### src/rtl/cricket_pkg.sv
// Shared constants and state type for the innings tracking blocks.
// Default innings shape is a 20-over, 10-wicket innings of 6-ball overs.
package cricket_pkg;

    localparam int DEF_BALLS_PER_OVER = 6;
    localparam int DEF_MAX_OVERS      = 20;
    localparam int DEF_MAX_WICKETS    = 10;

    typedef enum logic {
        ACTIVE = 1'b0,
        DONE   = 1'b1
    } innings_state_t;

endpackage : cricket_pkg

### src/rtl/innings_progress_tracker_if.sv
// Delivery-event inputs and innings progress outputs between the ball-event
// decoder (master) and the innings tracker (slave).
interface innings_progress_tracker_if #(
    parameter int BALL_W  = 3,
    parameter int OVER_W  = 5,
    parameter int WKT_W   = 4,
    parameter int EXTRA_W = 8
);
    logic               new_innings;
    logic               ball_valid;
    logic               ball_legal;
    logic               wicket;
    logic [BALL_W-1:0]  balls;
    logic [OVER_W-1:0]  overs;
    logic [EXTRA_W-1:0] extras;
    logic [WKT_W-1:0]   wickets;
    logic               over_complete;
    logic               innings_done;

    modport master (
        output new_innings, ball_valid, ball_legal, wicket,
        input  balls, overs, extras, wickets, over_complete, innings_done
    );

    modport slave (
        input  new_innings, ball_valid, ball_legal, wicket,
        output balls, overs, extras, wickets, over_complete, innings_done
    );

endinterface : innings_progress_tracker_if

### src/rtl/mod_n_counter.sv
// Modulo-N up counter with a combinational wrap flag raised when an
// increment is applied at N-1.
module mod_n_counter #(
    parameter int N = 6,
    parameter int W = $clog2(N)
) (
    input  logic         clk,
    input  logic         reset,
    input  logic         clear,
    input  logic         inc,
    output logic [W-1:0] count,
    output logic         wrap
);

    localparam logic [W-1:0] LAST = W'(N - 1);

    logic [W-1:0] count_reg;

    assign wrap  = inc && (count_reg == LAST);
    assign count = count_reg;

    always_ff @(posedge clk) begin
        if (reset || clear) begin
            count_reg <= '0;
        end else if (inc) begin
            count_reg <= wrap ? '0 : count_reg + W'(1);
        end
    end

endmodule : mod_n_counter

### src/rtl/innings_progress_tracker.sv
// Tracks balls, overs, extras and wickets for one innings and flags the
// innings complete on the over or wicket limit.
module innings_progress_tracker
    import cricket_pkg::*;
#(
    parameter int BALLS_PER_OVER = DEF_BALLS_PER_OVER,
    parameter int MAX_OVERS      = DEF_MAX_OVERS,
    parameter int MAX_WICKETS    = DEF_MAX_WICKETS,
    parameter int EXTRA_W        = 8,
    parameter int BALL_W         = $clog2(BALLS_PER_OVER),
    parameter int OVER_W         = $clog2(MAX_OVERS + 1),
    parameter int WKT_W          = $clog2(MAX_WICKETS + 1)
) (
    input  logic                        clk,
    input  logic                        reset,
    innings_progress_tracker_if.slave   bus
);

    localparam logic [OVER_W-1:0] OVER_LIMIT = OVER_W'(MAX_OVERS);
    localparam logic [WKT_W-1:0]  WKT_LIMIT  = WKT_W'(MAX_WICKETS);

    innings_state_t     state_reg, state_next;
    logic [OVER_W-1:0]  overs_reg, overs_next;
    logic [EXTRA_W-1:0] extras_reg, extras_next;
    logic [WKT_W-1:0]   wickets_reg, wickets_next;
    logic               over_complete_reg;
    logic [BALL_W-1:0]  balls_cnt;
    logic               ball_wrap;
    logic               delivery;
    logic               legal_ball;

    // A new innings drops any delivery presented on the same cycle.
    assign delivery   = (state_reg == ACTIVE) && bus.ball_valid && !bus.new_innings;
    assign legal_ball = delivery && bus.ball_legal;

    mod_n_counter #(
        .N (BALLS_PER_OVER),
        .W (BALL_W)
    ) u_balls (
        .clk   (clk),
        .reset (reset),
        .clear (bus.new_innings),
        .inc   (legal_ball),
        .count (balls_cnt),
        .wrap  (ball_wrap)
    );

    always_comb begin
        overs_next   = overs_reg;
        extras_next  = extras_reg;
        wickets_next = wickets_reg;
        if (ball_wrap) begin
            overs_next = overs_reg + OVER_W'(1);
        end
        if (delivery && !bus.ball_legal && (extras_reg != '1)) begin
            extras_next = extras_reg + EXTRA_W'(1);
        end
        // Wickets count on illegal deliveries too (e.g. run-out off a no-ball).
        if (delivery && bus.wicket) begin
            wickets_next = wickets_reg + WKT_W'(1);
        end
    end

    always_ff @(posedge clk) begin
        if (reset || bus.new_innings) begin
            overs_reg         <= '0;
            extras_reg        <= '0;
            wickets_reg       <= '0;
            over_complete_reg <= 1'b0;
        end else begin
            overs_reg         <= overs_next;
            extras_reg        <= extras_next;
            wickets_reg       <= wickets_next;
            over_complete_reg <= ball_wrap;
        end
    end

    // FSM state register
    always_ff @(posedge clk) begin
        if (reset) begin
            state_reg <= ACTIVE;
        end else begin
            state_reg <= state_next;
        end
    end

    // FSM next-state logic
    always_comb begin
        state_next = state_reg;
        if (bus.new_innings) begin
            state_next = ACTIVE;
        end else if (state_reg == ACTIVE && delivery &&
                     (overs_next == OVER_LIMIT || wickets_next == WKT_LIMIT)) begin
            state_next = DONE;
        end
    end

    // FSM outputs
    always_comb begin
        bus.innings_done = (state_reg == DONE);
    end

    assign bus.balls         = balls_cnt;
    assign bus.overs         = overs_reg;
    assign bus.extras        = extras_reg;
    assign bus.wickets       = wickets_reg;
    assign bus.over_complete = over_complete_reg;

endmodule : innings_progress_tracker

### src/flat_wrapper.sv
// flat-port wrapper written by rule: the top's interface ports become plain ports
module innings_progress_tracker_flat import cricket_pkg::*;
#(
    parameter int BALLS_PER_OVER = DEF_BALLS_PER_OVER,
    parameter int MAX_OVERS      = DEF_MAX_OVERS,
    parameter int MAX_WICKETS    = DEF_MAX_WICKETS,
    parameter int EXTRA_W        = 8,
    parameter int BALL_W         = $clog2(BALLS_PER_OVER),
    parameter int OVER_W         = $clog2(MAX_OVERS + 1),
    parameter int WKT_W          = $clog2(MAX_WICKETS + 1)
)
  (clk, reset, bus_new_innings, bus_ball_valid, bus_ball_legal, bus_wicket, bus_balls, bus_overs, bus_extras, bus_wickets, bus_over_complete, bus_innings_done);
  innings_progress_tracker_if #(.BALL_W(BALL_W), .OVER_W(OVER_W), .WKT_W(WKT_W), .EXTRA_W(EXTRA_W)) bus_i ();
  input  logic clk;
  input  logic reset;
  input wire logic [$bits(bus_i.new_innings)-1:0] bus_new_innings;
  input wire logic [$bits(bus_i.ball_valid)-1:0] bus_ball_valid;
  input wire logic [$bits(bus_i.ball_legal)-1:0] bus_ball_legal;
  input wire logic [$bits(bus_i.wicket)-1:0] bus_wicket;
  output wire logic [$bits(bus_i.balls)-1:0] bus_balls;
  output wire logic [$bits(bus_i.overs)-1:0] bus_overs;
  output wire logic [$bits(bus_i.extras)-1:0] bus_extras;
  output wire logic [$bits(bus_i.wickets)-1:0] bus_wickets;
  output wire logic [$bits(bus_i.over_complete)-1:0] bus_over_complete;
  output wire logic [$bits(bus_i.innings_done)-1:0] bus_innings_done;
  assign bus_i.new_innings = bus_new_innings;
  assign bus_i.ball_valid = bus_ball_valid;
  assign bus_i.ball_legal = bus_ball_legal;
  assign bus_i.wicket = bus_wicket;
  assign bus_balls = bus_i.balls;
  assign bus_overs = bus_i.overs;
  assign bus_extras = bus_i.extras;
  assign bus_wickets = bus_i.wickets;
  assign bus_over_complete = bus_i.over_complete;
  assign bus_innings_done = bus_i.innings_done;
  innings_progress_tracker #(.BALLS_PER_OVER(BALLS_PER_OVER), .MAX_OVERS(MAX_OVERS), .MAX_WICKETS(MAX_WICKETS), .EXTRA_W(EXTRA_W), .BALL_W(BALL_W), .OVER_W(OVER_W), .WKT_W(WKT_W)) u_core (.clk(clk), .reset(reset), .bus(bus_i));
endmodule
### config.mk
export PLATFORM = sky130hd
export DESIGN_NAME = innings_progress_tracker_flat
export DESIGN_NICKNAME = d
export VERILOG_FILES = /design/src/rtl/cricket_pkg.sv /design/src/rtl/innings_progress_tracker_if.sv /design/src/rtl/mod_n_counter.sv /design/src/rtl/innings_progress_tracker.sv /design/src/flat_wrapper.sv
export SDC_FILE = /design/constraint.sdc
export NUM_CORES = 1
export LEC_CHECK = 0
export CAP_MARGIN = 0
export CORE_UTILIZATION = 45
export CTS_CLUSTER_DIAMETER = 100
export DETAILED_ROUTE_END_ITERATION = 12
export PLACE_DENSITY = 0.73
export SETUP_SLACK_MARGIN = 0.5
export SYNTH_ARGS = -nofsm -noshare
export SYNTH_HDL_FRONTEND = slang
export SYNTH_SLANG_ARGS = --single-unit
### constraint.sdc
create_clock -name clk -period 2.6 [get_ports clk]
set_input_delay 0.78 -clock clk [delete_from_list [all_inputs] [get_ports clk]]
set_output_delay 0.78 -clock clk [all_outputs]
set_load 0.01 [all_outputs]
==> results of run 1 <==
metrics by stage:
step / setup slack, ns / cell area, sq um / hold WS [ns] / std cells
floorplan: 0.315 / 1140 / 0.508 / 127
global placement: -0.0678 / 1510 / 0.482 / 189
detailed placement: -0.100 / 1510 / 0.509 / 189
CTS: 0.499 / 1580 / 0.531 / 193
global route: 0.453 / 1610 / 0.541 / 193
finish: 0.491 / 1610 / 0.507 / 193
where the power goes:
part,internal [W],switching (W)
combinational,0.0000244,0.0000226
clock,0.000156,0.000112
sequential,0.000336,0.00000233
logic make-up (layout without fill, tap and decap cells):
group / count (synthesis) / count (layout) / synth area share (%)
AO/OA/AOI/OAI: 31 / 31 / 19.3
buffers and inverters: 8 / 46 / 3.30
adder cells (fa/ha/maj): 5 / 5 / 5.50
multiplexers: 1 / 1 / 0.880
flip-flops: 22 / 22 / 38.7
AND/OR/NAND/NOR: 52 / 52 / 26.2
XOR/XNOR: 8 / 8 / 6.16
metal layers:
metal,global-route usage [%],wire [um],vias to the layer above
met5,0,0,-
met4,9.65,39,0
met3,3.19,87,4
met2,39.7,1470,21
met1,28.6,1280,537
li1,-,-,553
worst paths after layout:
| check | to | slack [ns] |
|---|---|---|
| worst min-delay path | u_core.bus.extras[2] | 0.51 |
| worst max-delay path | u_core.bus.extras[7] | 0.49 |
| worst max register to register | u_core.bus.extras[7] | 0.68 |
| worst min register to register | u_core.bus.extras[2] | 0.51 |
layout make-up:
cell class	count	area share, %
clock buffer	3	1.40
multi-input combinational	97	43.0
tap	28	2.18
clock inverter	1	1.86
inverter	3	0.699
sequential	22	29.0
timing repair buffer	39	21.9
layout by cell type (no fill, tap or decap), types with 3 or more instances in the layout:
cell             count
clkdlybuf4s50_1     23
dfxtp_2             15
nor2_1              12
buf_4               12
nand2_1             10
nand3_1              7
xnor2_1              7
a21oi_1              7
o21ai_0              5
ha_1                 5
dfxtp_1              5
nor3_1               4
o31ai_1              4
inv_1                3
clkbuf_4             3
what timing repair did:
item,in CTS,in global routing
gates resized for setup,25,11
endpoints found under the setup margin,20,15
pin swaps,4,0
==> metrics.md, run 1 <==
| Metric | Value |
|---|---|
| Status | complete, no violations |
| Worst min path class | flip-flop to flip-flop |
| Final net count | between 150 and 200 |
| Placeable core area | around 2300 sq um |
| Synth unique cells | between 40 and 50 |
| Number of flops mapped to enable cells by yosys | 0 |
| Initial Util | between 40% and 50% |
| Hold Path Cell Cnt | 1 |
| Syn-to-layout area delta | 41.6% |
| Row count | 17 |
| GRT overflow | 0 |
| Largest register FFs | 8 |
| Final Max Tran Viols | 0 |
| Die area | ~2700 sq um |
| FF-to-FF path depth | 4 |
| # DRC | 0 |
| CTS tree | done |
| Clk Latency, worst-skew pair | roughly 0.32 ns |
| Seq. cell area | approximately 470 sq um |
| PortBufs | 27 |
| Syn. warnings | 0 |
| Die W | 52.3 um |
| WL final | around 2900 um |
| GP Congestion | 0.761 |
| Hold Crit Start | u_core.bus.extras[2] |
| Largest area contributor in the netlist | dfxtp_1 |
| Initial antenna violation count | 0 |
| Slew margin rel. | roughly four fifths |
| Total negative slack | 0 ns |
| Critical Path RT | approximately 2.9 ns |
| Worst path depth | 5 |
| Mean Syn Cell Area | between 8 and 9 sq um |
| Multi-input logic area | approximately 700 sq um |
| Top-count cell post-synth | dfxtp_1 |
| Cell Pwr Density | a little over 400 nW/um^2 |
| RSZ-0062 raised after global routing | true |
| Tcrit/Tclk final | approximately four fifths |
| Max Freq | roughly 0.47 GHz |
| CP arrival | 2.37 ns |
| Post-synth net total | about 140 |
| Final hold vios | 0 |
| Reg-to-reg startpoint | u_core.bus.innings_done |
| Clk slew on worst S/H paths | about 0.15 ns |
| Seq/Total Area, Yosys | slightly below 40% |
| Slew @ Worst Pin | 0.315 ns |
| Antenna-violating nets left | 0 |
| CP startpoint kind | input port |
| Clk sinks | 22 |
| Ys flop type | dfxtp_1 |
| Die H | approximately 52 um |
| Total Power | ~0.00065 W |
| Lkg Pwr | between 0.5 and 0.6 nW |
| Number of global-route vias before repair | approximately 1.0k |
| Dpl hpwl | ~2000 um |
| Worst Path Max Fanout | 8 |
| Post-synth top cells | dfxtp_1, nor2_1, nand2_1 |
| First-pass GRT wire length | approximately 4700 um |
| Cell Area, Synth | around 1100 sq um |
| Slowest cell on crit path | or4_4 |
| Worst setup path startpoint | bus_ball_valid |
| Max-cap violations | 0 |
| All-Layer GR Usage | 23.1% |
| Final min period | 2.11 ns |
| Synth top area share | between 30 and 40% |
| Fillers | between 200 and 250 |
| CP Class | input port to flip-flop |
| Total CTS buffers | 3 |
| Cells after Synth | around 130 |
| CP Capture Type | flip-flop |
| Slowest Stage Delay on Critical Path | between 0.5 and 0.6 ns |
| CTS H-Tree Depth | 1 |
| Hold-fix buffer count after cts | 0 |
| Final setup fails | 0 |
| Largest net degree at the start of global routing | 14 |
| IO Count | 28 |
| Clock Path Buffers | 2 |
| Postcts setup bufs | 0 |
| DRT Pass-1 Iters | 4 |
| DR vias/cell | 5.78 |
| Via count | 1115 |
| Peak VDD IR | around 0.31 mV |
| Layout cells sized above 1 | 29.7% |
| Layout Utilization | 70.1% |
| Starting DRT DRC Count | 20 |
| Clock Tree Root | clkbuf_4 |
| CP Buf/Inv Count | 1 |
| Clock skew | approximately 0.022 ns |
| Crit-path cells | clkdlybuf4s15_1, or4b_4, a41o_4, or4_4, a21oi_2 |
| Delay-heaviest family, CP | simple AND/OR/NAND/NOR gates |
| Dominant cells by area after synthesis | dfxtp_1, ha_1, xnor2_1 |
| Post-synthesis sequential element count | 22 |
| # diodes | 0 |
| Drt wl/cell | about 15 um |
| Asr flop ratio synth | 0% |
Power figures use the tool's default switching activity.
==> run 2: changes to the inputs <==
==> constraint.sdc (replaced) <==
create_clock -name clk -period 2.1 [get_ports clk]
set_input_delay 0.63 -clock clk [delete_from_list [all_inputs] [get_ports clk]]
set_output_delay 0.63 -clock clk [all_outputs]
set_load 0.01 [all_outputs]
==> run 2 against run 1 <==
Sequential power is 20% higher. Sequential share of layout area is 2.2 points lower. Setup slack worse by 0.26 ns. Flip-flop and latch count stayed put.
==> metrics.md, run 2 (same netlist as run 1, synthesis figures left out) <==
| Metric | Value |
|---|---|
| Worst setup path startpoint | bus_ball_legal |
| Peak VDD IR | 0.419 mV (+34%) |
| Hold Crit Start | u_core.bus.extras[1] |
| Final Cell Area | 1840 sq um (+14%) |
| Layout cells sized above 1 | 52.9% (+23 points) |
| Met3 routed WL | 216 um (+150%) |
| Hold_ws | 0.492 ns (-0.0151 ns) |
| Hold-fix buffer count after cts | 0 (unchanged) |
| Clk Latency, worst-skew pair | 0.32 ns (about the same) |
| # diodes | 0 (unchanged) |
| Most frequent cells in the layout | buf_4, nor2_1, dfxtp_2 |
| Slew margin rel. | 76.3% (-2.1 points) |
| Post-Place Setup Slack | -0.511 ns (-0.411 ns) |
| Status | complete, no violations |
| Final Max Tran Viols | 0 (unchanged) |
| Total Power | 0.000729 W (+12%) |
| Die area | 2730 sq um (unchanged) |
| Syn-to-layout area delta | 61.7% |
| DRT Pass-1 Iters | 4 (unchanged) |
| CP arrival | 2.14 ns (-0.23 ns) |
| Worst min path class | flip-flop to flip-flop |
| GRT overflow | 0 (unchanged) |
| Slowest Stage Delay on Critical Path | 0.51 ns (about the same) |
| Final hold vios | 0 (unchanged) |
| Initial Util | 49.5% (unchanged) |
| Max-cap violations | 0 (unchanged) |
| Critical Path RT | 2.37 ns (-0.49 ns) |
| Antenna-violating nets left | 0 (unchanged) |
| Cell Pwr Density | 397 nW/um^2 (-2.3%) |
| Die H | 52.3 um (unchanged) |
| Max Freq | ~0.54 GHz |
| Total negative slack | 0 ns (unchanged) |
| All-Layer GR Usage | 24.8% (+1.7 points) |
| # DRC | 0 (unchanged) |
| CP Class | input port to flip-flop |
| Clk sinks | 22 (unchanged) |
| Reg2Reg Setup Slack | 0.24 ns (-0.44 ns) |
| Worst reg2reg path endpoint | u_core.bus.extras[7] |
| Largest net degree at the start of global routing | 13 (-1) |
| WL final | 3270 um (+14%) |
| Number of global-route vias before repair | 1158 (+12%) |
| Multi-input logic area | 768 sq um (+11%) |
| CTS H-Tree Depth | 1 (unchanged) |
| Clock skew | 0.00827 ns (-0.0142 ns) |
| Dpl hpwl | 1990 um (+2.0%) |
| Fillers | 149 (-27%) |
| Worst Path Max Fanout | 8 (unchanged) |
| Cell Area, Placed | 1530 sq um (+1.6%) |
| Reg-to-reg startpoint | u_core.bus.innings_done |
| GP Congestion | 0.763 (+0.30%) |
| Final min period | about 1.9 ns |
| DR vias/cell | 5.70 (-1.3%) |
| FF-to-FF path depth | 4 (unchanged) |
| Clk slew on worst S/H paths | 0.14 ns (about the same) |
| Commonest non-fill, non-tap cell in the layout | buf_4 |
| Slowest cell on crit path | or4b_4 |
| Slew @ Worst Pin | 0.354 ns (+0.0385 ns) |
| Final setup fails | 0 (unchanged) |
| Met2 routed WL | 1680 um (+15%) |
| Largest register FFs | 8 (unchanged) |
| Crit-path cells | buf_6, or4b_4, a41o_4, or4_4, a21oi_2 |
| IO Count | 28 (unchanged) |
| Tcrit/Tclk final | between 80% and 90% |
| Starting DRT DRC Count | 31 (+55%) |
| CP Capture Type | flip-flop |
| Top routing layer used | met4 |
| Via count | 1226 (+10%) |
| Placeable core area | 2300 sq um (unchanged) |
| Crit path to | u_core.bus.extras[7] |
| Die W | 52.3 um (unchanged) |
| Clock Path Buffers | 2 (unchanged) |
| Initial antenna violation count | 0 (unchanged) |
| First-pass GRT wire length | 5000 um (+6.0%) |
| Drt wl/cell | 15.2 um (+1.9%) |
| RSZ-0062 raised after global routing | true |
| Final net count | 199 (+12%) |
| Lkg Pwr | 0.703 nW (+31%) |
| Row count | 17 (unchanged) |
| Setup ws final | 0.232 ns (-0.259 ns) |
| Seq. cell area | 492 sq um (+5.4%) |
| Met1 wire length | 1320 um (+3.3%) |
| CTS tree | done |
| PortBufs | 27 (unchanged) |
| CP startpoint kind | input port |
| Clock Tree Root | clkbuf_4 |
| Total CTS buffers | 3 (unchanged) |
run 2: area by class of cell:
type | count | share of cell area, %
Multi-Input combinational cell | 97 | 41.8
Inverter | 3 | 0.612
Timing Repair Buffer | 61 | 27.0
Sequential cell | 22 | 26.7
Tap cell | 28 | 1.90
Clock buffer | 4 | 1.97
run 2: metrics by stage:
| stage | utilization [%] | cells |
|---|---|---|
| 6_report | 80.1 | 215 |
| 5_1_grt | 80.1 | 215 |
| 4_1_cts | 75.5 | 209 |
| 3_5_place_dp | 66.6 | 191 |
| 3_3_place_gp | 66.6 | 191 |
| 2_1_floorplan | - | 127 |
run 2: repair_timing:
action                     4_1_cts  5_1_grt
buffers inserted                14        6
pin swaps                        6       14
setup endpoints to repair       44       31
hold endpoints to repair         0        0
gates resized for setup         84       43
run 2: power breakdown:
group,leakage [nW],internal (W),switching (W)
clock,0.0210,0.000106,0.000143
combinational,0.491,0.0000380,0.0000346
sequential,0.191,0.000407,0.00000154
run 2: per-layer routing:
layer / global-route usage, % / vias to the layer above
met2: 45.1 / 45
li1: - / 596
met3: 6.38 / 6
met4: 6.58 / 0
met5: 0 / -
met1: 28.4 / 579
run 2: how the worst min path moves through the flow:
stage,endpoint,cells after the start
after global placement,u_core.bus.extras[1],2
final,u_core.bus.extras[1],2
after CTS,u_core.bus.extras[1],2
after floorplan,u_core.bus.extras[1],2
after global routing,u_core.bus.extras[1],2
after detailed placement,u_core.bus.extras[1],2
run 2: critical path, delay by kind of cell:
| kind | cells | cell delay (ns) |
|---|---|---|
| AOI/OAI and AO/OA | 2 | 0.42 |
| buffers and inverters | 1 | 0.09 |
| and+or+nand+nor | 2 | 1.00 |
